===== src/rtl/uart_pkg.sv =====
// Shared UART definitions: receiver/transmitter state encoding and default frame geometry.
package uart_pkg;

    typedef enum logic [1:0] {
        IDLE  = 2'd0,
        START = 2'd1,
        DATA  = 2'd2,
        STOP  = 2'd3
    } uart_state_t;

    localparam int DEF_DATA_WIDTH = 8;
    localparam int DEF_OVERSAMPLE = 16;
    localparam int DEF_SB_TICK    = 16;

    function automatic int max_int(input int a, input int b);
        return (a > b) ? a : b;
    endfunction

endpackage


===== src/rtl/rx_sync.sv =====
// Multi-flop synchroniser for an asynchronous single-bit input; flops reset to RESET_VAL.
module rx_sync #(
    parameter int   STAGES    = 2,
    parameter logic RESET_VAL = 1'b1
) (
    input  logic clk,
    input  logic reset,
    input  logic d,
    output logic q
);

    logic [STAGES-1:0] sync_reg;

    always_ff @(posedge clk or negedge reset) begin
        if (!reset) begin
            sync_reg[0] <= RESET_VAL;
        end else begin
            sync_reg[0] <= d;
        end
    end

    for (genvar gi = 1; gi < STAGES; gi++) begin : g_stage
        always_ff @(posedge clk or negedge reset) begin
            if (!reset) begin
                sync_reg[gi] <= RESET_VAL;
            end else begin
                sync_reg[gi] <= sync_reg[gi-1];
            end
        end
    end

    assign q = sync_reg[STAGES-1];

endmodule


===== src/rtl/uart_rx.sv =====
// Oversampling UART receiver: start-bit centring, LSB-first data capture, stop check with framing error.
module uart_rx
    import uart_pkg::*;
#(
    parameter int DATA_WIDTH = DEF_DATA_WIDTH,
    parameter int OVERSAMPLE = DEF_OVERSAMPLE,
    parameter int SB_TICK    = DEF_SB_TICK
) (
    input  logic                  clk,
    input  logic                  reset,
    input  logic                  i_tick,
    input  logic                  i_rx_data,
    output logic [DATA_WIDTH-1:0] o_data_byte,
    output logic                  o_rx_done_bit,
    output logic                  o_frame_error
);

    localparam int CW = $clog2(max_int(OVERSAMPLE, SB_TICK));
    localparam int IW = (DATA_WIDTH > 1) ? $clog2(DATA_WIDTH) : 1;

    localparam logic [CW-1:0] START_MID = CW'(OVERSAMPLE/2 - 1);
    localparam logic [CW-1:0] BIT_END   = CW'(OVERSAMPLE - 1);
    localparam logic [CW-1:0] STOP_END  = CW'(SB_TICK - 1);
    localparam logic [IW-1:0] LAST_IDX  = IW'(DATA_WIDTH - 1);

    uart_state_t           state_reg, state_next;
    logic [CW-1:0]         count_reg, count_next;
    logic [IW-1:0]         index_reg, index_next;
    logic [DATA_WIDTH-1:0] shift_reg, shift_next;
    logic [DATA_WIDTH-1:0] data_reg,  data_next;
    logic                  armed_reg, armed_next;
    logic                  done_reg,  done_next;
    logic                  ferr_reg,  ferr_next;
    logic                  rx_s;

    rx_sync #(
        .STAGES    (2),
        .RESET_VAL (1'b1)
    ) u_rx_sync (
        .clk   (clk),
        .reset (reset),
        .d     (i_rx_data),
        .q     (rx_s)
    );

    always_ff @(posedge clk or negedge reset) begin
        if (!reset) begin
            state_reg <= IDLE;
            count_reg <= '0;
            index_reg <= '0;
            shift_reg <= '0;
            data_reg  <= '0;
            armed_reg <= 1'b0;
            done_reg  <= 1'b0;
            ferr_reg  <= 1'b0;
        end else begin
            state_reg <= state_next;
            count_reg <= count_next;
            index_reg <= index_next;
            shift_reg <= shift_next;
            data_reg  <= data_next;
            armed_reg <= armed_next;
            done_reg  <= done_next;
            ferr_reg  <= ferr_next;
        end
    end

    always_comb begin
        state_next = state_reg;
        count_next = count_reg;
        index_next = index_reg;
        shift_next = shift_reg;
        data_next  = data_reg;
        armed_next = armed_reg;
        done_next  = 1'b0;
        ferr_next  = ferr_reg;

        case (state_reg)
            IDLE: begin
                // Arming on a high line keeps a continuous break from retriggering frames.
                if (rx_s) begin
                    armed_next = 1'b1;
                end else if (armed_reg) begin
                    state_next = START;
                    count_next = '0;
                end
            end
            START: begin
                if (i_tick) begin
                    if (count_reg == START_MID) begin
                        if (!rx_s) begin
                            state_next = DATA;
                            count_next = '0;
                            index_next = '0;
                        end else begin
                            state_next = IDLE;
                        end
                    end else begin
                        count_next = count_reg + 1'b1;
                    end
                end
            end
            DATA: begin
                if (i_tick) begin
                    if (count_reg == BIT_END) begin
                        shift_next = {rx_s, shift_reg[DATA_WIDTH-1:1]};
                        count_next = '0;
                        if (index_reg == LAST_IDX) begin
                            state_next = STOP;
                        end else begin
                            index_next = index_reg + 1'b1;
                        end
                    end else begin
                        count_next = count_reg + 1'b1;
                    end
                end
            end
            STOP: begin
                if (i_tick) begin
                    if (count_reg == STOP_END) begin
                        data_next  = shift_reg;
                        ferr_next  = ~rx_s;
                        done_next  = 1'b1;
                        armed_next = 1'b0;
                        count_next = '0;
                        state_next = IDLE;
                    end else begin
                        count_next = count_reg + 1'b1;
                    end
                end
            end
            default: begin
                state_next = IDLE;
            end
        endcase
    end

    assign o_data_byte   = data_reg;
    assign o_rx_done_bit = done_reg;
    assign o_frame_error = ferr_reg;

endmodule

===== config.mk =====
export PLATFORM = sky130hd
export DESIGN_NAME = uart_rx
export DESIGN_NICKNAME = d
export VERILOG_FILES = /design/src/rtl/uart_pkg.sv /design/src/rtl/rx_sync.sv /design/src/rtl/uart_rx.sv
export SDC_FILE = /design/constraint.sdc
export NUM_CORES = 1
export LEC_CHECK = 0
export ABC_AREA = 1
export CORE_UTILIZATION = 40
export DETAILED_ROUTE_END_ITERATION = 10
export SETUP_SLACK_MARGIN = 0.2
export SLEW_MARGIN = 5
export SYNTH_ARGS = -nofsm -noshare
export SYNTH_HDL_FRONTEND = slang
export SYNTH_SLANG_ARGS = --single-unit
export TNS_END_PERCENT = 20

===== constraint.sdc =====
create_clock -name clk -period 1.9 [get_ports clk]
set_input_delay 0.285 -clock clk [delete_from_list [all_inputs] [get_ports clk]]
set_output_delay 0.285 -clock clk [all_outputs]
set_load 0.05 [all_outputs]

==> results of run 1 <==
-- worst min-delay path by stage --
stage	cells past startpoint	slack, ps	to
floorplan	0	-10	asynchronous set/reset pin
global placement	0	350	u_rx_sync.q
detailed placement	0	350	u_rx_sync.q
CTS	2	330	shift_reg[2]
global route	2	340	shift_reg[2]
finish	2	310	shift_reg[2]
-- through the flow --
step                total power, W  std cells  hold slack, ps  worst slack [ps]  utilization
global route               0.00179        213             337              61.2        0.510
floorplan                  0.00114        149           -10.6               501            -
global placement           0.00124        205             350               317        0.489
finish                     0.00166        213             314               119        0.510
CTS                        0.00167        213             327              97.6        0.508
detailed placement         0.00126        205             351               282        0.489
-- report_power, final --
group,internal [W],switching (W)
Sequential,0.000708,0.0000802
Clock,0.000178,0.000232
Combinational,0.000156,0.000301
Total,0.00104,0.000614
-- cells by family after synthesis --
logic type                 after synthesis  synth area share
AOI/OAI and AO/OA                       24             0.111
adders and majority gates                3            0.0278
xor gates and xnor gates                 2            0.0130
and+or+nand+nor                         70             0.229
DFF                                     30             0.557
buffers and inverters                   20            0.0620
-- placed cells by master (no fill, tap or decap) --
| cell type | count |
|---|---|
| xnor2_1 | 1 |
| nor2_2 | 3 |
| buf_4 | 1 |
| inv_2 | 5 |
| nand2_2 | 4 |
| o21ai_2 | 8 |
| xor2_1 | 1 |
| nand2_1 | 46 |
| clkbuf_8 | 1 |
| clkinvlp_4 | 1 |
| clkinv_2 | 1 |
| clkdlybuf4s50_1 | 9 |
| dlygate4sd2_1 | 2 |
| dlymetal6s2s_1 | 2 |
| inv_1 | 13 |
| dfstp_2 | 2 |
| o21ai_0 | 2 |
| nand3_1 | 8 |
| nor3_4 | 1 |
| a21oi_1 | 1 |
| clkbuf_4 | 5 |
| dfrtp_1 | 28 |
| ha_1 | 3 |
| nand3b_1 | 2 |
| nor2_1 | 6 |
| o21ai_1 | 13 |
-- metal layers --
| layer | up-vias | part of all wire |
|---|---|---|
| li1 | 512 | - |
| met1 | 457 | 0.50 |
| met2 | 15 | 0.43 |
| met3 | 5 | 0.052 |
| met4 | 0 | 0.013 |
| met5 | - | 0 |
-- synthesized netlist by cell type, types with 2 or more instances --
cell | n | area share
dfstp_2 | 2 | 0.039
nand2_1 | 46 | 0.13
inv_2 | 5 | 0.014
ha_1 | 3 | 0.028
o21ai_0 | 2 | 0.0074
dfrtp_1 | 28 | 0.52
nand3b_1 | 2 | 0.011
nand3_1 | 8 | 0.030
nor2_1 | 6 | 0.017
nor2_2 | 3 | 0.014
o21ai_2 | 8 | 0.052
inv_1 | 13 | 0.036
nand2_2 | 4 | 0.018
o21ai_1 | 13 | 0.048
-- final cells by class --
class / instances / area share
inverter: 18 / 0.0424
clock buffer: 6 / 0.0322
clock inverter: 2 / 0.00784
multi-input combinational: 99 / 0.323
sequential: 30 / 0.472
timing repair buffer: 14 / 0.0878
tap: 44 / 0.0345
==> impl_table.tex, run 1 <==
\begin{tabular}{lr}
\hline
Metric & Value \\
\hline
\multicolumn{2}{l}{\textbf{Pwr}} \\
\quad Total leakage power & 0.764 nW \\
\quad Pwr Density & 1040 nW/µm² \\
\quad Highest ir drop seen on vdd & around 0.0006 V \\
\multicolumn{2}{l}{\textbf{Die}} \\
\quad Placeable Area & between 3000 and 4000 µm² \\
\quad Die area & 3620 µm² \\
\quad Number of cell rows & 20 \\
\quad Die outline height & 60.2 µm \\
\quad Initial Utilization & 0.432 \\
\quad Die extent in x & 60.2 µm \\
\quad Boundary pin count & 14 \\
\multicolumn{2}{l}{\textbf{Placed design}} \\
\quad Cell area after placement & $\sim$1500 µm² \\
\quad Port Buffer Count & 13 \\
\quad Detailed-placement wirelength estimate & about 1700 µm \\
\quad Final weighted congestion in routability-driven placement & 0.831 \\
\multicolumn{2}{l}{\textbf{Global routing}} \\
\quad Met3 usage & 0.0519 \\
\quad Total track usage & 0.170 \\
\quad Pin count of the biggest net entering global routing & 31 \\
\quad Wire length of the first global-routing pass & roughly 4400 µm \\
\quad Final global-route overflow total & 0 \\
\quad Global routing met1 resource utilization & 0.229 \\
\quad Via count of the first global-routing pass & 954 \\
\quad Antenna violations before repair & 0 \\
\quad Most crowded layer after global routing & met2 \\
\quad Grt met2 use & 0.237 \\
\multicolumn{2}{l}{\textbf{Routing}} \\
\quad Average via count per standard cell & between 4 and 5 \\
\quad Final routed wire length divided by cell count & roughly 11 µm \\
\quad Number of DRC violations after detailed-routing iteration 0 & 37 \\
\quad Count of unresolved DRC violations after routing & 0 \\
\quad Aggregate routed wire length & between 2000 and 2500 µm \\
\quad Final antenna-violating net count & 0 \\
\quad DR vias & 989 \\
\quad Pre-Repair DR Iteration Count & 4 \\
\multicolumn{2}{l}{\textbf{Timing}} \\
\quad Clock tree skew after final layout & approximately 16 ps \\
\quad Peak Freq & approximately 560 MHz \\
\quad Final max-slew violation count & 0 \\
\quad Unrepaired setup endpoints after global routing & yes \\
\quad Fraction of the cycle the final worst path needs & 0.937 \\
\quad Min Tclk post-route & between 1500 and 2000 ps \\
\quad Tightest slew margin relative to the limit & 0.664 \\
\quad Setup tns final & 0 ps \\
\quad Setup-violating endpoint count in the final report & 0 \\
\quad Final Hold Viols & 0 \\
\quad Measured slew at the worst slew-check pin & roughly 500 ps \\
\multicolumn{2}{l}{\textbf{Synthesis}} \\
\quad Post-synthesis net count & approximately 160 \\
\quad Async S/R FF share, synth & 1.00 \\
\quad Seq cells post-synth & 30 \\
\quad Post-synthesis sequential area ratio & 0.557 \\
\quad Number of enable-type register cells in the synthesized netlist & 0 \\
\quad Yosys warning count & 0 \\
\quad Count of unique library cells instantiated by Yosys & 20 \\
\quad Synthesized instance count & 149 \\
\quad Average instance area after synthesis & just over 9 µm² \\
\quad Netlist Area Pre-Place & between 1000 and 1500 µm² \\
\quad Commonest register cell after synthesis & dfrtp\_1 \\
\multicolumn{2}{l}{\textbf{Setup path}} \\
\quad Buf/Inv on CP & 1 \\
\quad Arr. time, crit path & about 1500 ps \\
\quad Highest net fanout along the worst path & 2 \\
\quad Source of the critical timing path & o\_frame\_error \\
\quad Flop-to-flop setup slack & roughly 340 ps \\
\quad Worst r2r src & index\_reg[0] \\
\quad Capturing element of the worst setup path & o\_frame\_error \\
\quad Endpoint required time on the critical path & 1620 ps \\
\quad Worst reg2reg path depth & 7 \\
\quad Nature of the critical path startpoint & register \\
\quad Standard cell with the maximum stage delay on the critical path & clkdlybuf4s50\_1 \\
\quad Largest stage delay on the critical path & 810 ps \\
\quad Critical Setup Path Class & reg2out \\
\quad Capture point of the worst reg-to-reg path & index\_reg[2] \\
\quad Worst setup EP type & primary output \\
\quad Cell chain of the critical path & clkdlybuf4s50\_1 \\
\quad Largest delay contributor family on the critical path & buffers and inverters \\
\quad Number of cells on the critical path & 1 \\
\multicolumn{2}{l}{\textbf{Clocking}} \\
\quad Post-CTS Setup Repair Bufs & 0 \\
\quad Clock Latency Late Sink & 340 ps \\
\quad TritonCTS Buffers & 5 \\
\quad Hold buffers post-CTS & 0 \\
\quad Count of clock tree sinks & 30 \\
\quad Post-cts gate resize count & 2 \\
\quad CTS clk-pin slew, worst paths & around 110 ps \\
\quad Buffer type at the clock tree root & clkbuf\_4 \\
\quad TritonCTS clock tree & built \\
\quad CTS Buffer Depth & 2 \\
\quad H-tree levels & 2 \\
\multicolumn{2}{l}{\textbf{Hold path}} \\
\quad Class of the tightest hold or removal check & in2async \\
\multicolumn{2}{l}{\textbf{Status}} \\
\quad Status & complete, no violations \\
\multicolumn{2}{l}{\textbf{Cells and area}} \\
\quad Combined flip-flop and latch cell area & $\sim$750 µm² \\
\quad Area taken by multi-input logic gates & between 500 and 600 µm² \\
\quad \# fillers & 312 \\
\quad Post-layout instance area & approximately 1600 µm² \\
\quad \# diodes & 0 \\
\quad Layout cells sized above 1 & 0.189 \\
\quad Final Net Count & around 180 \\
\quad Area growth from synthesis to layout & 17.9\% \\
\multicolumn{2}{l}{\textbf{Job}} \\
\quad Max-cap check violation count & 0 \\
\hline
\end{tabular}
Power figures use the tool's default switching activity.
==> inputs of run 2 (changes only) <==
--- a/config.mk
+++ b/config.mk
@@ -6,6 +6,7 @@
 export NUM_CORES = 1
 export LEC_CHECK = 0
 export ABC_AREA = 1
+export CORE_MARGIN = 5
 export CORE_UTILIZATION = 40
 export DETAILED_ROUTE_END_ITERATION = 10
 export SETUP_SLACK_MARGIN = 0.2
==> run 2 against run 1 <==
  * Total power fell by 1.8%
  * Wire length fell by 2.3%
  * Flip-flop and latch count did not move
  * Largest cell class unchanged
==> impl_table.tex, run 2 (synthesis gave the netlist of run 1 again) <==
\begin{tabular}{lr}
\hline
Metric & Value \\
\hline
\multicolumn{2}{l}{\textbf{Status}} \\
\quad Status & complete, no violations \\
\multicolumn{2}{l}{\textbf{Cells and area}} \\
\quad Final Net Count & between 150 and 200 \\
\quad Commonest non-fill, non-tap cell in the layout & nand2\_1 \\
\quad Area growth from synthesis to layout & 17.9\% \\
\quad Layout cells sized above 1 & 0.183 \\
\quad Top library cells by usage in the layout, fill and taps aside & 46 x nand2\_1, 28 x dfrtp\_1, 13 x inv\_1, 13 x o21ai\_1, 9 x clkdlybuf4s50\_1 \\
\quad \# diodes & 0 \\
\quad \# fillers & roughly 340 \\
\quad Post-layout instance count excluding filler cells & approximately 220 \\
\multicolumn{2}{l}{\textbf{Setup path}} \\
\quad Standard cell with the maximum stage delay on the critical path & clkdlybuf4s50\_1 \\
\quad Capture point of the worst reg-to-reg path & index\_reg[2] \\
\quad Worst setup EP type & primary output \\
\quad Buf/Inv on CP & 1 \\
\quad Highest net fanout along the worst path & 2 \\
\quad Endpoint required time on the critical path & approximately 1600 ps \\
\quad Largest stage delay on the critical path & 810 ps \\
\quad Critical Setup Path Class & reg2out \\
\quad Arr. time, crit path & 1480 ps \\
\quad Nature of the critical path startpoint & register \\
\quad Flop-to-flop setup slack & around 370 ps \\
\quad Worst r2r src & index\_reg[0] \\
\quad Largest delay contributor family on the critical path & buffers and inverters \\
\quad Worst reg2reg path depth & 7 \\
\quad Cell chain of the critical path & clkdlybuf4s50\_1 \\
\multicolumn{2}{l}{\textbf{Timing}} \\
\quad Final max-slew violation count & 0 \\
\quad Tightest slew margin relative to the limit & 0.665 \\
\quad Unrepaired setup endpoints after global routing & yes \\
\quad Peak Freq & roughly 570 MHz \\
\quad Final worst setup slack & $\sim$130 ps \\
\quad Setup-violating endpoint count in the final report & 0 \\
\quad Min Tclk post-route & approximately 1800 ps \\
\quad Setup tns final & 0 ps \\
\quad Final Hold Viols & 0 \\
\quad Clock tree skew after final layout & 5.96 ps \\
\quad Measured slew at the worst slew-check pin & between 500 and 600 ps \\
\quad Fraction of the cycle the final worst path needs & 0.930 \\
\multicolumn{2}{l}{\textbf{Hold path}} \\
\quad Class of the tightest hold or removal check & in2async \\
\multicolumn{2}{l}{\textbf{Global routing}} \\
\quad Wire length of the first global-routing pass & 4130 µm \\
\quad Pin count of the biggest net entering global routing & 31 \\
\quad Total track usage & 0.121 \\
\quad Via count of the first global-routing pass & roughly 960 \\
\quad Antenna violations before repair & 0 \\
\quad Final global-route overflow total & 0 \\
\multicolumn{2}{l}{\textbf{Die}} \\
\quad Initial Utilization & 0.409 \\
\quad Number of cell rows & 21 \\
\quad Die outline height & $\sim$70 µm \\
\quad Die area & roughly 4600 µm² \\
\quad Placeable Area & approximately 3300 µm² \\
\quad Boundary pin count & 14 \\
\quad Die extent in x & a little under 70 µm \\
\multicolumn{2}{l}{\textbf{Placed design}} \\
\quad Port Buffer Count & 13 \\
\quad Placement-stage worst setup slack & between 200 and 300 ps \\
\quad DP Cell Count & between 200 and 250 \\
\quad Detailed-placement wirelength estimate & between 1500 and 2000 µm \\
\quad Final weighted congestion in routability-driven placement & 0.818 \\
\multicolumn{2}{l}{\textbf{Routing}} \\
\quad Final antenna-violating net count & 0 \\
\quad Count of unresolved DRC violations after routing & 0 \\
\quad Number of DRC violations after detailed-routing iteration 0 & 67 \\
\quad DR vias & $\sim$990 \\
\quad Aggregate routed wire length & 2320 µm \\
\quad Final routed wire length divided by cell count & about 11 µm \\
\quad Average via count per standard cell & 4.58 \\
\quad Pre-Repair DR Iteration Count & 4 \\
\multicolumn{2}{l}{\textbf{Clocking}} \\
\quad TritonCTS Buffers & 5 \\
\quad CTS Buffer Depth & 2 \\
\quad TritonCTS clock tree & built \\
\quad Count of clock tree sinks & 30 \\
\quad Clock Latency Late Sink & just over 300 ps \\
\quad Buffer type at the clock tree root & clkbuf\_4 \\
\quad CTS clk-pin slew, worst paths & roughly 90 ps \\
\quad H-tree levels & 2 \\
\multicolumn{2}{l}{\textbf{Job}} \\
\quad Max-cap check violation count & 0 \\
\multicolumn{2}{l}{\textbf{Pwr}} \\
\quad Pwr Density & roughly 1000 nW/µm² \\
\quad Highest ir drop seen on vdd & 0.000500 V \\
\quad Total leakage power & between 0.7 and 0.8 nW \\
\hline
\end{tabular}
==> run 2: cell types whose count changed in the layout (fill, tap and decap cells not counted) <==
cell / delta
clkinvlp_4: -1
clkbuf_1: +1
==> run 2: area by class of cell <==
class                      instances  area, µm²  area share
inverter                          18       67.6      0.0424
timing repair buffer              14        140      0.0879
sequential                        30        753       0.473
clock inverter                     1       5.00     0.00314
tap                               46       57.6      0.0361
clock buffer                       7       55.1      0.0345
multi-input combinational         99        515       0.323
==> run 2: worst max path at each step <==
stage                    from        endpoint  slack (ps)  cells past startpoint
2_1_floorplan    index_reg[0]    index_reg[0]         500                      7
3_3_place_gp           i_tick  o_data_byte[3]         320                      6
3_5_place_dp           i_tick  o_data_byte[7]         260                      6
4_1_cts        o_data_byte[7]  o_data_byte[7]         110                      1
5_1_grt        o_data_byte[0]  o_data_byte[0]          70                      1
6_report       o_data_byte[0]  o_data_byte[0]         130                      1
==> run 2: repair_timing <==
action / 4_1_cts / 5_1_grt
endpoints found under the setup margin: 10 / 10
gates resized for setup: 2 / 2
pin swaps: 0 / 0
buffers inserted: 0 / 0
hold endpoints to repair: 0 / 0
hold buffers: 0 / 0
==> run 2: report_power, final <==
| group | internal [W] | switching (W) |
|---|---|---|
| clock | 0.000179 | 0.000203 |
| sequential | 0.000708 | 0.0000814 |
| combinational | 0.000156 | 0.000298 |
==> run 2: through the flow <==
stage | area, µm² | util | power, W | hold WS [ps]
after floorplan | 1350 | - | 0.00114 | -10.6
after global placement | 1530 | 0.463 | 0.00124 | 347
after detailed placement | 1530 | 0.463 | 0.00126 | 347
after CTS | 1590 | 0.480 | 0.00165 | 344
after global routing | 1590 | 0.481 | 0.00176 | 357
final | 1590 | 0.481 | 0.00163 | 346
==> run 2: routing by layer <==
| layer | track usage | share of wire | up-vias |
|---|---|---|---|
| met5 | 0 | 0 | - |
| li1 | - | - | 509 |
| met1 | 0.155 | 0.47 | 452 |
| met3 | 0.0394 | 0.047 | 8 |
| met2 | 0.178 | 0.46 | 16 |
| met4 | 0.0670 | 0.022 | 0 |
==> inputs of run 3 (changes only) <==
--- a/config.mk
+++ b/config.mk
@@ -5,7 +5,7 @@
 export SDC_FILE = /design/constraint.sdc
 export NUM_CORES = 1
 export LEC_CHECK = 0
-export ABC_AREA = 1
+export ABC_AREA = 0
 export CORE_MARGIN = 5
 export CORE_UTILIZATION = 40
 export DETAILED_ROUTE_END_ITERATION = 10
==> run 3 against run 2 <==
  * Combinational power rose by 27%
  * Global-route usage fell by 1.0 points
  * Critical endpoint is now o_data_byte[6]
  * Setup slack got worse by 4.5 ps
  * Critical path depth unchanged
  * Highest routed layer unchanged
  * Non-clock buffer count increased by 7
==> impl_table.tex, run 3 <==
\begin{tabular}{lr}
\hline
Metric & Value \\
\hline
\multicolumn{2}{l}{\textbf{Synthesis}} \\
\quad Cell types with the highest counts after synthesis & 28 x dfrtp\_1, 11 x mux2\_1, 8 x mux2\_4 \\
\quad Average instance area after synthesis & approximately 14 µm² \\
\quad Synthesized instance count & approximately 100 \\
\quad Cell type contributing the most total cell area after synthesis & dfrtp\_1 \\
\quad Async S/R FF share, synth & 1.00 \\
\quad Most frequent cell after synthesis & dfrtp\_1 \\
\quad Commonest register cell after synthesis & dfrtp\_1 \\
\quad Post-synthesis sequential area ratio & 0.533 \\
\quad Count of unique library cells instantiated by Yosys & 38 \\
\quad Seq cells post-synth & 30 \\
\quad Dominant cells by area after synthesis & dfrtp\_1 50\%, mux2\_1 8.8\%, mux2\_4 8.5\% \\
\quad Yosys warning count & 0 \\
\quad Proportion of netlist area held by the largest area contributor & 0.496 \\
\quad Number of enable-type register cells in the synthesized netlist & 0 \\
\quad Post-synthesis net count & 111 \\
\quad Netlist Area Pre-Place & approximately 1400 µm² \\
\multicolumn{2}{l}{\textbf{Cells and area}} \\
\quad Area growth from synthesis to layout & 19.7\% \\
\quad Top library cells by usage in the layout, fill and taps aside & 28 x dfrtp\_1, 11 x mux2\_1, 8 x mux2\_4, 8 x clkdlybuf4s50\_1, 7 x buf\_4 \\
\quad Final Net Count & $\sim$130 \\
\quad Layout cells sized above 1 & 0.260 \\
\quad \# diodes & 0 \\
\quad Commonest non-fill, non-tap cell in the layout & dfrtp\_1 \\
\multicolumn{2}{l}{\textbf{Timing}} \\
\quad Min Tclk post-route & roughly 1800 ps \\
\quad Measured slew at the worst slew-check pin & just over 500 ps \\
\quad Unrepaired setup endpoints after global routing & yes \\
\quad Fraction of the cycle the final worst path needs & 0.933 \\
\quad Peak Freq & between 500 and 600 MHz \\
\quad Setup tns final & 0 ps \\
\quad Setup-violating endpoint count in the final report & 0 \\
\quad Final Hold Viols & 0 \\
\quad Tightest slew margin relative to the limit & 0.664 \\
\quad Final max-slew violation count & 0 \\
\quad Clock tree skew after final layout & a little under 6 ps \\
\multicolumn{2}{l}{\textbf{Pwr}} \\
\quad Total leakage power & around 0.86 nW \\
\quad Highest ir drop seen on vdd & $\sim$0.00057 V \\
\quad Power share of the combinational group & 0.309 \\
\quad P\_int & around 0.0012 W \\
\quad Relative contribution of sequential cells to total power & 0.476 \\
\quad Clock power share & 0.215 \\
\quad Switching share of total power & 0.348 \\
\quad Total power of the final layout & about 0.0019 W \\
\quad Switching power total & about 0.00065 W \\
\quad Pwr Density & around 1100 nW/µm² \\
\multicolumn{2}{l}{\textbf{Die}} \\
\quad Die area & slightly below 5000 µm² \\
\quad Boundary pin count & 14 \\
\quad Placeable Area & between 3000 and 4000 µm² \\
\quad Die outline height & a little under 70 µm \\
\quad Number of cell rows & 21 \\
\quad Die extent in x & slightly below 70 µm \\
\quad Initial Utilization & 0.417 \\
\multicolumn{2}{l}{\textbf{Clocking}} \\
\quad CTS clk-pin slew, worst paths & 100 ps \\
\quad Count of clock tree sinks & 30 \\
\quad CTS Buffer Depth & 2 \\
\quad Clock Latency Late Sink & around 320 ps \\
\quad TritonCTS Buffers & 5 \\
\quad Buffer type at the clock tree root & clkbuf\_4 \\
\quad TritonCTS clock tree & built \\
\quad H-tree levels & 2 \\
\quad Post-CTS Setup Repair Bufs & 0 \\
\multicolumn{2}{l}{\textbf{Setup path}} \\
\quad Largest stage delay on the critical path & $\sim$800 ps \\
\quad Buf/Inv on CP & 1 \\
\quad Endpoint required time on the critical path & roughly 1600 ps \\
\quad Largest delay contributor family on the critical path & buffers and inverters \\
\quad Critical Setup Path Class & reg2out \\
\quad Arr. time, crit path & 1490 ps \\
\quad Worst setup EP type & primary output \\
\quad Cell chain of the critical path & clkdlybuf4s50\_1 \\
\quad Nature of the critical path startpoint & register \\
\quad Highest net fanout along the worst path & 2 \\
\quad Standard cell with the maximum stage delay on the critical path & clkdlybuf4s50\_1 \\
\multicolumn{2}{l}{\textbf{Routing}} \\
\quad Pre-Repair DR Iteration Count & 4 \\
\quad Number of DRC violations after detailed-routing iteration 0 & 38 \\
\quad M1 WL & 1050 µm \\
\quad Average via count per standard cell & 5.15 \\
\quad Final routed wire length divided by cell count & around 14 µm \\
\quad Final antenna-violating net count & 0 \\
\quad Aggregate routed wire length & $\sim$2400 µm \\
\quad Met3 wirelength from detailed routing & roughly 120 µm \\
\quad DR vias & a little under 900 \\
\quad Top routing layer in use & met4 \\
\quad Met2 WL & about 1100 µm \\
\quad Count of unresolved DRC violations after routing & 0 \\
\multicolumn{2}{l}{\textbf{Global routing}} \\
\quad Final global-route overflow total & 0 \\
\quad Wire length of the first global-routing pass & about 4200 µm \\
\quad Via count of the first global-routing pass & 904 \\
\quad Antenna violations before repair & 0 \\
\quad Total track usage & 0.110 \\
\quad Pin count of the biggest net entering global routing & 31 \\
\multicolumn{2}{l}{\textbf{Placed design}} \\
\quad Final weighted congestion in routability-driven placement & 0.816 \\
\quad Detailed-placement wirelength estimate & between 1500 and 2000 µm \\
\quad Port Buffer Count & 13 \\
\multicolumn{2}{l}{\textbf{Status}} \\
\quad Status & complete, no violations \\
\multicolumn{2}{l}{\textbf{Hold path}} \\
\quad Class of the tightest hold or removal check & in2async \\
\multicolumn{2}{l}{\textbf{Job}} \\
\quad Max-cap check violation count & 0 \\
\hline
\end{tabular}
==> run 3: through the flow <==
step	hold WS (ps)	cells	utilization	area, µm²	setup slack, ps
CTS	341	173	0.496	1680	88.8
detailed placement	350	165	0.478	1620	37.4
finish	343	173	0.499	1690	128
global route	343	173	0.499	1690	81.0
floorplan	-10.6	104	-	1420	233
global placement	348	165	0.478	1620	71.6
==> run 3: cell type report <==
class                      instances  area, µm²
fill                             288       1700
sequential                        30        753
multi-input combinational         63        589
timing repair buffer              21        208
tap                               46       57.6
clock buffer                       6       51.3
inverter                           5       18.8
clock inverter                     2       12.5
==> run 3: path summary, 6_finish.rpt <==
check,depth (start not counted),end,startpoint,slack (ps)
worst max-delay path,1,o_data_byte[6],o_data_byte[6],130
worst min-delay path,2,o_data_byte[2],reset,340
worst max register to register,4,o_data_byte[7],count_reg[0],240
worst min register to register,0,u_rx_sync.q,u_rx_sync.sync_reg[0],360
max in group asynchronous,2,u_rx_sync.sync_reg[0],reset,1240
min in group clk,1,u_rx_sync.sync_reg[0],i_rx_data,360
==> run 3: layer usage <==
metal	up-vias	GRT usage
li1	424	-
met1	447	0.126
met2	16	0.178
met3	4	0.0333
met4	0	0.0716
met5	-	0
==> run 3: logic make-up after synthesis <==
family                     synth area share
AOI/OAI and AO/OA                     0.102
xor gates and xnor gates            0.00620
adders and majority gates            0.0266
buffers and inverters                0.0514
DFF                                   0.533
muxes                                 0.195
and+or+nand+nor                      0.0859
==> run 3: timing repair <==
item / CTS / global route
hold buffers: 0 / 0
resized for setup: 2 / 3
setup endpoints to repair: 10 / 15
==> run 3: power groups by stage <==
stage               clock [W]  sequential [W]  combinational (W)
floorplan                   0        0.000872           0.000437
global placement            0        0.000890           0.000558
detailed placement          0        0.000895           0.000584
CTS                  0.000420        0.000885           0.000583
global route         0.000448        0.000907           0.000647
finish               0.000400        0.000887           0.000576
